===== src/rtl/dp_pkg.sv =====
// dp_pkg: shared opcodes, FSM encoding and flag positions for datapath_seq
package dp_pkg;
   localparam logic [1:0] ALU_ADD = 2'b00;
   localparam logic [1:0] ALU_SUB = 2'b01;
   localparam logic [1:0] ALU_AND = 2'b10;
   localparam logic [1:0] ALU_MVN = 2'b11;
   localparam logic [1:0] SH_NONE = 2'b00;
   localparam logic [1:0] SH_LSL = 2'b01;
   localparam logic [1:0] SH_LSR = 2'b10;
   localparam logic [1:0] SH_ASR = 2'b11;
   localparam logic [1:0] WS_C = 2'b00;
   localparam logic [1:0] WS_IMM = 2'b01;
   localparam logic [1:0] WS_PC = 2'b10;
   localparam logic [1:0] WS_MEM = 2'b11;
   localparam logic [2:0] S_IDLE = 3'd0;
   localparam logic [2:0] S_LDA = 3'd1;
   localparam logic [2:0] S_LDB = 3'd2;
   localparam logic [2:0] S_EXE = 3'd3;
   localparam logic [2:0] S_WB = 3'd4;
   localparam int FLAG_Z = 0;
   localparam int FLAG_N = 1;
   localparam int FLAG_V = 2;
endpackage


===== src/rtl/datapath_seq_if.sv =====
// datapath_seq_if: command/response bus between controller and datapath
interface datapath_seq_if #(
   parameter int DATA_W = 16,
   parameter int NREGS = 8,
   parameter int PC_W = 9
);
   localparam int RA_W = $clog2(NREGS);
   logic cmd_valid;
   logic cmd_ready;
   logic [RA_W-1:0] cmd_rn;
   logic [RA_W-1:0] cmd_rm;
   logic [RA_W-1:0] cmd_rd;
   logic [1:0] cmd_aluop;
   logic [1:0] cmd_shift;
   logic cmd_asel;
   logic cmd_bsel;
   logic [1:0] cmd_wsel;
   logic cmd_wb;
   logic cmd_setflags;
   logic [DATA_W-1:0] cmd_imm;
   logic [PC_W-1:0] pc;
   logic [DATA_W-1:0] mdata;
   logic rsp_valid;
   logic [DATA_W-1:0] rsp_data;
   logic [2:0] flags;
   modport master (
      output cmd_valid, cmd_rn, cmd_rm, cmd_rd, cmd_aluop, cmd_shift, cmd_asel, cmd_bsel,
             cmd_wsel, cmd_wb, cmd_setflags, cmd_imm, pc, mdata,
      input cmd_ready, rsp_valid, rsp_data, flags
   );
   modport slave (
      input cmd_valid, cmd_rn, cmd_rm, cmd_rd, cmd_aluop, cmd_shift, cmd_asel, cmd_bsel,
            cmd_wsel, cmd_wb, cmd_setflags, cmd_imm, pc, mdata,
      output cmd_ready, rsp_valid, rsp_data, flags
   );
endinterface


===== src/rtl/dp_regfile.sv =====
// dp_regfile: general registers, async read, sync write, sync clear
module dp_regfile #(
   parameter int DATA_W = 16,
   parameter int NREGS = 8,
   localparam int RA_W = $clog2(NREGS)
) (
   input logic clk,
   input logic reset,
   input logic we,
   input logic [RA_W-1:0] waddr,
   input logic [DATA_W-1:0] wdata,
   input logic [RA_W-1:0] raddr,
   output logic [DATA_W-1:0] rdata
);
   logic [DATA_W-1:0] regs [NREGS];
   // clear everything on reset, otherwise single write port
   always_ff @(posedge clk) begin
      if (reset) begin
         for (int i = 0; i < NREGS; i++) regs[i] <= '0;
      end else if (we) begin
         regs[waddr] <= wdata;
      end
   end
   assign rdata = regs[raddr];
endmodule


===== src/rtl/datapath_seq.sv =====
// datapath_seq: sequenced datapath, one command = read A, read B, execute, writeback
module datapath_seq
   import dp_pkg::*;
#(
   parameter int DATA_W = 16,
   parameter int NREGS = 8,
   parameter int PC_W = 9
) (
   input logic clk,
   input logic reset,
   datapath_seq_if.slave bus
);
   localparam int RA_W = $clog2(NREGS);
   localparam int M = DATA_W - 1;
   logic [2:0] state;
   logic [RA_W-1:0] rn, rm, rd, raddr;
   logic [1:0] aluop, shift, wsel;
   logic asel, bsel, wb, setflags, rsp_q, ovf, accept;
   logic [DATA_W-1:0] imm, a, b, c, rdata, b_sh, ain, bin, res, wdata;
   logic [PC_W-1:0] pc_q;
   logic [2:0] flags_q;
   assign accept = state == S_IDLE && bus.cmd_valid;
   // shifter, ALU, overflow and writeback selection
   always_comb begin
      raddr = state == S_LDA ? rn : rm;
      b_sh = shift == SH_LSL ? {b[M-1:0], 1'b0} :
             shift == SH_LSR ? {1'b0, b[M:1]} :
             shift == SH_ASR ? {b[M], b[M:1]} : b;
      ain = asel ? '0 : a;
      bin = bsel ? imm : b_sh;
      res = aluop == ALU_ADD ? ain + bin :
            aluop == ALU_SUB ? ain - bin :
            aluop == ALU_AND ? ain & bin : ~bin;
      ovf = aluop == ALU_ADD ? (ain[M] == bin[M]) && (res[M] != ain[M]) :
            aluop == ALU_SUB ? (ain[M] != bin[M]) && (res[M] != ain[M]) : 1'b0;
      wdata = wsel == WS_C ? c :
              wsel == WS_IMM ? imm :
              wsel == WS_PC ? DATA_W'(pc_q) : bus.mdata;
   end
   // latch the whole command on accept so later bus changes are ignored
   always_ff @(posedge clk) begin
      if (reset) begin
         {rn, rm, rd, aluop, shift, asel, bsel, wsel, wb, setflags} <= '0;
         imm <= '0;
         pc_q <= '0;
      end else if (accept) begin
         {rn, rm, rd} <= {bus.cmd_rn, bus.cmd_rm, bus.cmd_rd};
         {aluop, shift, asel, bsel} <= {bus.cmd_aluop, bus.cmd_shift, bus.cmd_asel, bus.cmd_bsel};
         {wsel, wb, setflags} <= {bus.cmd_wsel, bus.cmd_wb, bus.cmd_setflags};
         imm <= bus.cmd_imm;
         pc_q <= bus.pc;
      end
   end
   // micro-sequencer with operand, result and status registers
   always_ff @(posedge clk) begin
      if (reset) begin
         state <= S_IDLE;
         {a, b, c} <= '0;
         flags_q <= '0;
         rsp_q <= 1'b0;
      end else begin
         rsp_q <= state == S_WB;
         state <= accept ? S_LDA :
                  state == S_LDA ? S_LDB :
                  state == S_LDB ? S_EXE :
                  state == S_EXE ? S_WB : S_IDLE;
         if (state == S_LDA) a <= rdata;
         if (state == S_LDB) b <= rdata;
         if (state == S_EXE) c <= res;
         if (state == S_EXE && setflags) begin
            flags_q[FLAG_V] <= ovf;
            flags_q[FLAG_N] <= res[M];
            flags_q[FLAG_Z] <= res == '0;
         end
      end
   end
   dp_regfile #(.DATA_W(DATA_W), .NREGS(NREGS)) u_rf (
      .clk(clk),
      .reset(reset),
      .we(state == S_WB && wb),
      .waddr(rd),
      .wdata(wdata),
      .raddr(raddr),
      .rdata(rdata)
   );
   assign bus.cmd_ready = state == S_IDLE;
   assign bus.rsp_valid = rsp_q;
   assign bus.rsp_data = c;
   assign bus.flags = flags_q;
endmodule


===== src/flat_wrapper.sv =====
// flat-port wrapper written by rule: the top's interface ports become plain ports
module datapath_seq_flat import dp_pkg::*;
#(
   parameter int DATA_W = 16,
   parameter int NREGS = 8,
   parameter int PC_W = 9
)
  (clk, reset, bus_cmd_valid, bus_cmd_rn, bus_cmd_rm, bus_cmd_rd, bus_cmd_aluop, bus_cmd_shift, bus_cmd_asel, bus_cmd_bsel, bus_cmd_wsel, bus_cmd_wb, bus_cmd_setflags, bus_cmd_imm, bus_pc, bus_mdata, bus_cmd_ready, bus_rsp_valid, bus_rsp_data, bus_flags);
  datapath_seq_if #(.DATA_W(DATA_W), .NREGS(NREGS), .PC_W(PC_W)) bus_i ();
  input logic clk;
  input logic reset;
  input wire logic [$bits(bus_i.cmd_valid)-1:0] bus_cmd_valid;
  input wire logic [$bits(bus_i.cmd_rn)-1:0] bus_cmd_rn;
  input wire logic [$bits(bus_i.cmd_rm)-1:0] bus_cmd_rm;
  input wire logic [$bits(bus_i.cmd_rd)-1:0] bus_cmd_rd;
  input wire logic [$bits(bus_i.cmd_aluop)-1:0] bus_cmd_aluop;
  input wire logic [$bits(bus_i.cmd_shift)-1:0] bus_cmd_shift;
  input wire logic [$bits(bus_i.cmd_asel)-1:0] bus_cmd_asel;
  input wire logic [$bits(bus_i.cmd_bsel)-1:0] bus_cmd_bsel;
  input wire logic [$bits(bus_i.cmd_wsel)-1:0] bus_cmd_wsel;
  input wire logic [$bits(bus_i.cmd_wb)-1:0] bus_cmd_wb;
  input wire logic [$bits(bus_i.cmd_setflags)-1:0] bus_cmd_setflags;
  input wire logic [$bits(bus_i.cmd_imm)-1:0] bus_cmd_imm;
  input wire logic [$bits(bus_i.pc)-1:0] bus_pc;
  input wire logic [$bits(bus_i.mdata)-1:0] bus_mdata;
  output wire logic [$bits(bus_i.cmd_ready)-1:0] bus_cmd_ready;
  output wire logic [$bits(bus_i.rsp_valid)-1:0] bus_rsp_valid;
  output wire logic [$bits(bus_i.rsp_data)-1:0] bus_rsp_data;
  output wire logic [$bits(bus_i.flags)-1:0] bus_flags;
  assign bus_i.cmd_valid = bus_cmd_valid;
  assign bus_i.cmd_rn = bus_cmd_rn;
  assign bus_i.cmd_rm = bus_cmd_rm;
  assign bus_i.cmd_rd = bus_cmd_rd;
  assign bus_i.cmd_aluop = bus_cmd_aluop;
  assign bus_i.cmd_shift = bus_cmd_shift;
  assign bus_i.cmd_asel = bus_cmd_asel;
  assign bus_i.cmd_bsel = bus_cmd_bsel;
  assign bus_i.cmd_wsel = bus_cmd_wsel;
  assign bus_i.cmd_wb = bus_cmd_wb;
  assign bus_i.cmd_setflags = bus_cmd_setflags;
  assign bus_i.cmd_imm = bus_cmd_imm;
  assign bus_i.pc = bus_pc;
  assign bus_i.mdata = bus_mdata;
  assign bus_cmd_ready = bus_i.cmd_ready;
  assign bus_rsp_valid = bus_i.rsp_valid;
  assign bus_rsp_data = bus_i.rsp_data;
  assign bus_flags = bus_i.flags;
  datapath_seq #(.DATA_W(DATA_W), .NREGS(NREGS), .PC_W(PC_W)) u_core (.clk(clk), .reset(reset), .bus(bus_i));
endmodule

===== config.mk =====
export PLATFORM = sky130hd
export DESIGN_NAME = datapath_seq_flat
export DESIGN_NICKNAME = d
export VERILOG_FILES = /design/src/rtl/dp_pkg.sv /design/src/rtl/datapath_seq_if.sv /design/src/rtl/dp_regfile.sv /design/src/rtl/datapath_seq.sv /design/src/flat_wrapper.sv
export SDC_FILE = /design/constraint.sdc
export NUM_CORES = 1
export LEC_CHECK = 0
export CAP_MARGIN = 20
export CORE_ASPECT_RATIO = 0.6
export CORE_MARGIN = 3
export CORE_UTILIZATION = 35
export DETAILED_ROUTE_END_ITERATION = 10
export PLACE_DENSITY_LB_ADDON = 0.2
export RECOVER_POWER = 50
export REMOVE_ABC_BUFFERS = 1
export SLEW_MARGIN = 10
export SYNTH_ARGS = -nofsm -noshare
export SYNTH_HDL_FRONTEND = slang
export SYNTH_SLANG_ARGS = --single-unit

===== constraint.sdc =====
create_clock -name clk -period 11.2 [get_ports clk]
set_input_delay 2.24 -clock clk [delete_from_list [all_inputs] [get_ports clk]]
set_output_delay 2.24 -clock clk [all_outputs]
set_load 0.01 [all_outputs]

==> run_results.csv, run 1 <==
group,metric,value,unit
worst_setup_path,arrival,6.88,ns
worst_setup_path,path_max_fanout,79,
routing,via_count,9222,
min_path,holdPathStages,2,
synthesis,syn_avg_cell_area,9.867,sq um
sta,fin_crit,6.725,ns
floorplanning,core_region_area,33050,sq um
synthesis,netlist_area,11990,sq um
worst_setup_path,r2r_end,"u_core.bus.rsp_data[15]",
routing,detail_route.wl_per_cell,20.49,microns
worst_setup_path,crit_chain,"clkbuf_1 > clkbuf_1 > nand2b_1",
clocking,cts_root_buf,"clkbuf_16",
clocking,clockBufferDepth,3,
synthesis,synth_ff_type,"edfxtp_1",
synthesis,yosys.area.top_type_share,32.06,%
floorplanning,num_io_pins,84,
worst_setup_path,critPathKind,"input port to flip-flop",
floorplanning,die_h,149.4,microns
synthesis,yosys_warnings,0,
grt,grt_antenna_before_repair,0,
sta,tightest_slew,3.779,ns
worst_setup_path,reg2reg_slack,5.81,ns
run,maxCapViolCount,2,
floorplanning,die_x,244.9,microns
clocking,clk_pin_slew,0.06,ns
layout,area_growth_syn_to_layout,16.86,%
layout,nNetsFinal,1345,
pwr,power_density,179.9,nW/um^2
layout,diodes,0,
clocking,clock_sinks,227,
sta,setup_viol,0,
worst_setup_path,ff2ff_path_depth,16,
placed_design,hpwl,25.51,mm
sta,slew_headroom,-152.0,%
pwr,leakagePower,4.941,nW
min_path,holdPathEnd,"u_core.pc_q[4]",
sta,hold_viol,0,
clocking,cts_setup_buffers,0,
worst_setup_path,worstReg2RegStart,"u_core.shift[0]",
worst_setup_path,cpMaxStageDelayCell,"clkbuf_1",
placed_design,io_buffer_count,83,
min_path,hp-class,"flip-flop to flip-flop",
floorplanning,start_util,36.27,%
worst_setup_path,crit_path_end_kind,"flip-flop",
sta,final.period_utilization,60.05,%
sta,rsz0062_at_grt,"no",
routing,vias_per_cell,5.352,
placed_design,gp_congestion,0.8748,
clocking,cts_buffers,24,
layout,drive_gt1_share,9.819,%
min_path,hp-start,"u_core.pc_q[4]",
synthesis,async_reset_ff_share,0,%
grt,grt_overflow_total,0,
floorplanning,core.rowCount,51,
routing,remaining_drc_errors,0,
routing,drt_iter0_markers,848,
synthesis,synthCells,1215,
grt,grtUsageTotal,19.28,%
floorplanning,die-area,36580,sq um
synthesis,synth.area.top_cells,"edfxtp_1 32%, dfxtp_1 17%, mux4_2 7.0%",
status,status,"complete, but fails checks",
grt,grt_pass1_vias,8651,
synthesis,ys_types,66,
synthesis,yosysTopAreaCell,"edfxtp_1",
clocking,clkLatencyLatePin,0.54,ns
synthesis,ys_ff_latch,227,
synthesis,synth_seq_area_share,48.59,%
pwr,vdd.ir_drop.worst,101.0,uV
routing,drt-total-wl,35.30,mm
worst_setup_path,critPathRequiredTime,11.35,ns
worst_setup_path,cpMostUsedCell,"clkbuf_1",
layout,seq_area,5826,sq um
sta,final.setup.tns,0,ns
synthesis,synth_edf_count,128,
placed_design,dp_slack,5.960,ns
routing,postRouteAntennaNets,0,
sta,maxSlewViolCount,126,
status,violations,"max-capacitance violations, max-slew violations",
sta,finClkSkew,0.01511,ns
sta,timing.fmax,148.7,MHz
routing,drtPass1Iterations,7,
worst_setup_path,critPathMaxStageDelay,2.72,ns
grt,grt_pass1_wl,53.42,mm
clocking,cts_resized,0,
grt,grt_max_degree,80,
layout,multi_input_area,5751,sq um
worst_setup_path,cp-start-kind,"input port",
clocking,postCtsHoldBufs,0,
clocking,h-tree-depth,1,
clocking,cts_tree,"done",
sta,worst_slack,4.475,ns
layout,n_fill_cell,3204,
## Yosys cell counts, types with 6 or more instances
master    number
o21ai_0       40
xor2_1         7
nand2_1      152
nor2b_1       27
mux4_2        37
buf_1          8
nor2_1       211
o21ai_1       11
mux2i_1       53
a21oi_1       83
a22oi_1       11
inv_1         32
xnor2_1       13
nand2b_1      21
edfxtp_1     128
nand3b_1       6
a211oi_1      46
mux2_2        17
buf_2          9
clkbuf_1      66
ha_1          25
nor3_1        17
dfxtp_1       99
nand3_1        9
## report_power, final
| part | switching, mW | internal [mW] |
|---|---|---|
| registers | 0.0557 | 0.935 |
| clock network | 0.343 | 0.476 |
| logic | 0.425 | 0.286 |
| total | 0.823 | 1.70 |
## cell type report
cell class                      count  area share, %
Multi-Input combinational cell    872          41.04
Clock inverter                     13         0.9466
Inverter                           32         0.8573
Sequential cell                   227          41.58
Clock buffer                       31          4.840
Tap cell                          450          4.019
Timing Repair Buffer               98          6.716
## flip-flops by register name (all words and copies together) (netlist names), 9 cells and up
name / flops
u_core.imm: 16
u_core.a: 16
u_core.b: 16
u_core.bus.rsp_data: 16
u_core.pc_q: 9
u_core.u_rf.regs: 128
## how the worst max path moves through the flow
stage	endpoint	depth (start not counted)	slack (ns)	startpoint
global placement	u_core.u_rf.regs[6][12]	6	6.10	reset
global route	u_core.u_rf.regs[7][7]	3	4.04	reset
detailed placement	u_core.bus.rsp_data[15]	16	5.96	u_core.shift[0]
floorplan	u_core.a[0]	5	4.41	u_core.state[0]
finish	u_core.u_rf.regs[6][5]	3	4.47	reset
CTS	u_core.bus.rsp_data[15]	16	5.90	u_core.shift[0]
## per-stage QoR
stage / instance area, sq um / std cells / util [%] / power [mW] / hold slack (ns)
after floorplan: 11650 / 1131 / - / 1.481 / 0.4268
after global placement: 13190 / 1678 / 39.92 / 1.705 / 0.4425
after detailed placement: 13190 / 1678 / 39.92 / 1.712 / 0.4453
after CTS: 14000 / 1722 / 42.37 / 2.536 / 0.4553
after global routing: 14010 / 1723 / 42.39 / 2.656 / 0.4743
final: 14010 / 1723 / 42.39 / 2.521 / 0.4507
## critical path, delay by kind of cell
kind	cells	cell delay, ns
simple gates	1	0.89
buf+inv	2	3.67
## metal layers
metal	global-route usage, %	vias up	wire, microns
met1	31.15	4432	18100
met4	2.624	0	420
li1	-	4428	-
met3	3.629	30	2748
met5	0	-	0
met2	26.93	332	14030
## placed cells by master (no fill, tap or decap), types with 6 or more instances in the layout
master	n
a211oi_1	46
a21oi_1	83
a22oi_1	11
buf_4	13
clkbuf_16	25
clkdlybuf4s50_1	61
dfxtp_1	99
dlygate4sd3_1	21
edfxtp_1	128
ha_1	25
inv_1	32
mux2_2	17
mux2i_1	50
mux4_2	37
nand2_1	151
nand2b_1	21
nand3_1	9
nand3b_1	6
nor2_1	211
nor2b_1	27
nor3_1	17
o21ai_0	40
o21ai_1	11
xnor2_1	13
xor2_1	7
## cell families (layout without fill, tap and decap cells)
| group | after synthesis | in the layout | synth area share, % |
|---|---|---|---|
| XOR/XNOR | 20 | 20 | 1.461 |
| AO/OA/AOI/OAI | 246 | 246 | 13.22 |
| flip-flops | 227 | 227 | 48.59 |
| buffers and inverters | 116 | 174 | 3.788 |
| AND/OR/NAND/NOR | 471 | 471 | 16.94 |
| adder cells (fa/ha/maj) | 28 | 28 | 3.027 |
| multiplexers | 107 | 107 | 12.97 |
(Power assumes the default switching activity.)
==> inputs of run 2 (changes only) <==
- clock period: 11.2 -> 6.2 ns (I/O delays scaled with it)
==> run 2 against run 1 <==
Compared with the run above: combinational power rose by 81%; final cell count is 0.99% higher; total power increased by 79%; flip-flop and latch count did not move; register-to-register slack got worse by 4.9 ns; die area did not move; non-clock buffer count increased by 17; first-iteration DRC count fell by 5.5%; the run still ends with max-capacitance violations, max-slew violations left; clock skew down 0.0015 ns; utilization is 0.31 points higher; sequential share of layout area is 0.31 points lower; setup slack got worse by 3.6 ns.
==> run_results.csv, run 2 (synthesis results as in run 1) <==
group,metric,value,unit
clocking,cts_root_buf,"clkbuf_16",
grt,grt_antenna_before_repair,1,
routing,drt_iter0_markers,801,
clocking,postCtsHoldBufs,0,
routing,drtPass1Iterations,5,
sta,worst_slack,0.9243,ns
sta,maxSlewViolCount,43,
floorplanning,die_h,149.4,microns
clocking,clk_pin_slew,0.07,ns
pwr,power_density,320.3,nW/um^2
sta,slew_headroom,-39.07,%
worst_setup_path,arrival,5.71,ns
routing,vias_per_cell,5.338,
clocking,clkLatencyLatePin,0.53,ns
floorplanning,core_region_area,33050,sq um
pwr,leakagePower,4.990,nW
clocking,cts_resized,0,
sta,final.setup.tns,0,ns
layout,final_cell_mix,"211 x nor2_1, 151 x nand2_1, 128 x edfxtp_1",
status,violations,"max-capacitance violations, max-slew violations",
clocking,cts_tree,"done",
sta,setup_viol,0,
clocking,cts_setup_buffers,0,
sta,fin_crit,5.276,ns
floorplanning,die-area,36580,sq um
clocking,clock_sinks,227,
layout,final_util,42.70,%
grt,grt_pass1_wl,54.52,mm
floorplanning,start_util,36.27,%
worst_setup_path,worstReg2RegStart,"u_core.shift[0]",
layout,final_cells,1740,
routing,postRouteAntennaNets,0,
grt,grt_overflow_total,0,
clocking,clockBufferDepth,3,
clocking,h-tree-depth,1,
layout,regMostFlops,"u_core.u_rf.regs",
placed_design,hpwl,24.68,mm
routing,detail_route.wl_per_cell,20.36,microns
sta,finClkSkew,0.01363,ns
routing,remaining_drc_errors,0,
min_path,hp-class,"flip-flop to flip-flop",
sta,timing.fmax,189.5,MHz
worst_setup_path,critPathKind,"flip-flop to flip-flop",
worst_setup_path,setup.worst_path.end,"u_core.bus.rsp_data[15]",
sta,hold_viol,0,
worst_setup_path,r2r_end,"u_core.bus.rsp_data[15]",
grt,grt_max_degree,67,
sta,final.period_utilization,85.09,%
placed_design,io_buffer_count,83,
placed_design,placed_cells,1694,
run,maxCapViolCount,1,
floorplanning,num_io_pins,84,
worst_setup_path,path_max_fanout,18,
sta,whs,0.4541,ns
layout,nNetsFinal,1362,
grt,grtUsageTotal,19.48,%
worst_setup_path,crit_chain,"mux2i_1 > o21ai_0 > mux2i_1 > inv_1 > ha_1 > a211oi_1 > o21ai_0 > o211ai_1 > nand3_1 > a21oi_1 > nor3_1 > o41ai_2 > nor2_1 > a2111oi_2 > nor2_1 > nor3_1",
worst_setup_path,critPathMaxStageDelay,0.93,ns
routing,drt-total-wl,35.43,mm
clocking,cts_buffers,24,
placed_design,gp_congestion,0.9052,
worst_setup_path,reg2reg_slack,0.92,ns
sta,rsz0062_at_grt,"no",
layout,drive_gt1_share,10.47,%
sta,tightest_slew,2.086,ns
floorplanning,core.rowCount,51,
worst_setup_path,critPathRequiredTime,6.63,ns
worst_setup_path,cpMaxStageDelayCell,"dfxtp_1",
floorplanning,die_x,244.9,microns
routing,via_count,9288,
layout,diodes,0,
worst_setup_path,cp-start-kind,"flip-flop",
grt,grt_pass1_vias,8933,
worst_setup_path,startpoint,"u_core.shift[0]",
layout,layout_commonest_cell,"nor2_1",
worst_setup_path,ff2ff_path_depth,16,
placed_design,dp_slack,1.146,ns
status,status,"complete, but fails checks",
layout,largest_reg_flops,128,
layout,area_growth_syn_to_layout,17.73,%
worst_setup_path,crit_path_end_kind,"flip-flop",
pwr,vdd.ir_drop.worst,190.0,uV
## run 2: layout make-up
class / count / area [sq um]
tap: 450 / 563.0
timing repair buffer: 115 / 1060
fill: 3273 / 18940
clock buffer: 34 / 723.2
multi-input combinational: 872 / 5752
sequential: 227 / 5826
clock inverter: 10 / 71.32
inverter: 32 / 120.1
## run 2: layer usage
layer | wire [microns] | track usage [%] | up-vias
met4 | 352 | 2.447 | 0
met5 | 0 | 0 | -
met3 | 2687 | 4.131 | 29
met1 | 18360 | 31.51 | 4472
li1 | - | - | 4471
met2 | 14030 | 26.88 | 316
## run 2: worst min-delay path by stage
stage                         from              to  cells after the start
global route        u_core.pc_q[6]  u_core.pc_q[6]                      2
finish              u_core.pc_q[4]  u_core.pc_q[4]                      2
CTS                 u_core.pc_q[5]  u_core.pc_q[5]                      2
detailed placement  u_core.pc_q[5]  u_core.pc_q[5]                      2
global placement    u_core.pc_q[2]  u_core.pc_q[2]                      2
floorplan           u_core.pc_q[0]  u_core.pc_q[0]                      2
## run 2: critical path: cells and delay by family, from the launching register on
family	cells	cell delay, ns
mux	2	0.73
compound gates	7	2.37
fa+ha+maj	1	0.35
buf+inv	1	0.10
flops	1	0.93
simple gates	5	0.68
## run 2: metrics by stage
| stage | instance area [sq um] | total power [mW] |
|---|---|---|
| after global placement | 13310 | 3.081 |
| after global routing | 14110 | 4.768 |
| after floorplan | 11650 | 2.675 |
| final | 14110 | 4.520 |
| after detailed placement | 13310 | 3.084 |
| after CTS | 14110 | 4.545 |
## run 2: power breakdown
group	leakage, nW	switching [mW]	internal [mW]
registers	2.13	0.0902	1.69
clock network	0.391	0.625	0.825
logic	2.47	0.769	0.524
==> inputs of run 3 (changes only) <==
- CORE_UTILIZATION: 35 -> 59
- DONT_BUFFER_PORTS: unset -> 1
==> run 3 against run 2 <==
Compared with the run above: the run still ends with max-capacitance violations, max-slew violations left; sequential power hardly changed; first-iteration DRC count up 37%; die area is 40% lower; critical endpoint unchanged; largest cell class unchanged; highest routed layer unchanged.
==> run_results.csv, run 3 (synthesis results as in run 1) <==
group,metric,value,unit
pwr,pwr-share-seq,41.3,%
floorplanning,core_region_area,19470,sq um
worst_setup_path,cpLargestDelayFamily,"compound AO/OA/AOI/OAI gates",
min_path,hp-class,"flip-flop to flip-flop",
grt,grt_antenna_before_repair,0,
clocking,cts_root_buf,"clkbuf_16",
routing,postRouteAntennaNets,0,
routing,via_count,9166,
sta,maxSlewViolCount,46,
worst_setup_path,crit_chain,"mux2i_1 > o21ai_0 > mux2i_1 > inv_1 > ha_1 > a211oi_1 > o21ai_0 > o211ai_1 > nand3_1 > a21oi_1 > nor3_1 > o41ai_2 > nor2_1 > a2111oi_2 > nor2_1 > nor3_1",
floorplanning,num_io_pins,84,
floorplanning,die_x,190.0,microns
sta,whs,0.4530,ns
floorplanning,die-area,22120,sq um
placed_design,dp_slack,1.074,ns
sta,worst_slack,0.9699,ns
status,status,"complete, but fails checks",
pwr,leakagePower,4.508,nW
worst_setup_path,critPathRequiredTime,6.63,ns
worst_setup_path,path_max_fanout,18,
routing,vias_per_cell,6.295,
worst_setup_path,cp-start-kind,"flip-flop",
sta,rsz0062_at_grt,"no",
run,maxCapViolCount,1,
worst_setup_path,crit_path_end_kind,"flip-flop",
layout,largest_reg_flops,128,
pwr,p_switching,1.400,mW
layout,n_fill_cell,1552,
routing,drt_iter0_markers,1095,
placed_design,gp_congestion,0.9325,
layout,area_growth_syn_to_layout,7.159,%
clocking,cts_tree,"done",
worst_setup_path,critPathMaxStageDelay,0.93,ns
worst_setup_path,cpMaxStageDelayCell,"dfxtp_1",
layout,drive_gt1_share,9.496,%
pwr,power_frac_comb,28.1,%
clocking,clock_sinks,227,
worst_setup_path,critPathBufInv,1,
clocking,clockBufferDepth,3,
layout,layout_commonest_cell,"nor2_1",
clocking,clkLatencyLatePin,0.51,ns
clocking,cts_resized,0,
sta,hold_viol,0,
placed_design,io_buffer_count,0,
clocking,clk_pin_slew,0.06,ns
clocking,cts_buffers,22,
grt,grt_overflow_total,0,
layout,final_cell_mix,"211 x nor2_1, 151 x nand2_1, 128 x edfxtp_1",
pwr,internal_power,2.919,mW
routing,detail_route.wl_per_cell,21.84,microns
layout,seq_area,5826,sq um
layout,diodes,0,
grt,grtUsageTotal,29.02,%
sta,setup_viol,0,
routing,drtPass1Iterations,6,
pwr,vdd.ir_drop.worst,301.8,uV
clocking,h-tree-depth,1,
placed_design,hpwl,21.63,mm
sta,timing.fmax,191.2,MHz
layout,nNetsFinal,1264,
routing,drt-total-wl,31.80,mm
floorplanning,start_util,61.58,%
routing,remaining_drc_errors,0,
grt,grt_pass1_vias,8523,
sta,finClkSkew,0.01043,ns
sta,fin_crit,5.230,ns
pwr,clkPwrFrac,30.6,%
status,violations,"max-capacitance violations, max-slew violations",
pwr,swShare,32.41,%
layout,fin_area,12850,sq um
clocking,cts_setup_buffers,0,
worst_setup_path,critPathKind,"flip-flop to flip-flop",
placed_design,place_area,12170,sq um
layout,multi_input_area,5751,sq um
clocking,postCtsHoldBufs,0,
floorplanning,core.rowCount,39,
sta,final.setup.tns,0,ns
floorplanning,die_h,116.4,microns
pwr,power_density,336.1,nW/um^2
grt,grt_max_degree,108,
sta,final.period_utilization,84.36,%
grt,grt_pass1_wl,49.27,mm
worst_setup_path,arrival,5.66,ns
sta,slew_headroom,-76.40,%
layout,regMostFlops,"u_core.u_rf.regs",
sta,tightest_slew,2.645,ns
## run 3: changes by cell type in the layout (fill, tap and decap cells not counted), moves of 2 or more
| cell | previous run | this run |
|---|---|---|
| clkbuf_16 | 28 | 23 |
| clkbuf_8 | 0 | 3 |
| buf_12 | 2 | 0 |
| buf_4 | 22 | 12 |
| clkinv_2 | 4 | 1 |
| clkdlybuf4s50_1 | 68 | 0 |
| dlygate4sd3_1 | 14 | 0 |
| clkinv_1 | 0 | 2 |
## run 3: metal layers
metal  wire length (microns)  track usage (%)  vias up
li1                        -                -     4268
met4                     737            7.431        0
met2                   12980            41.66      497
met3                    3698            6.119       56
met5                       0                0        -
met1                   14390            45.05     4345
## run 3: layout make-up
| class | count | share of cell area (%) |
|---|---|---|
| clock inverter | 5 | 0.3993 |
| timing repair buffer | 19 | 0.9057 |
| inverter | 32 | 0.9349 |
| tap | 266 | 2.591 |
| multi-input combinational | 872 | 44.76 |
| sequential | 227 | 45.34 |
| clock buffer | 35 | 5.064 |
## run 3: through the flow
step           power (mW)  instances  util [%]
2_1_floorplan       2.675       1131         -
3_3_place_gp        2.969       1416     62.52
3_5_place_dp        2.993       1416     62.52
4_1_cts             4.299       1456     66.13
5_1_grt             4.522       1456     65.99
6_report            4.318       1456     65.99
## run 3: worst paths after layout
kind | startpoint | end | slack, ns | cells past startpoint
min | u_core.pc_q[2] | u_core.pc_q[2] | 0.45 | 2
max reg2reg | u_core.shift[0] | u_core.bus.rsp_data[15] | 0.97 | 16
min reg2reg | u_core.pc_q[2] | u_core.pc_q[2] | 0.45 | 2
max | u_core.shift[0] | u_core.bus.rsp_data[15] | 0.97 | 16
## run 3: tightest hold or removal path, cell delays in order, from the launching register on
cell and delay (ns):
dfxtp_1 0.31, nand2_1 0.05, a21oi_1 0.05
## run 3: power groups by stage
| stage | Sequential (mW) | Combinational [mW] | Clock, mW |
|---|---|---|---|
| floorplan | 1.79 | 0.880 | 0 |
| global placement | 1.81 | 1.16 | 0 |
| detailed placement | 1.81 | 1.18 | 0 |
| CTS | 1.78 | 1.19 | 1.33 |
| global route | 1.80 | 1.33 | 1.39 |
| finish | 1.78 | 1.21 | 1.32 |
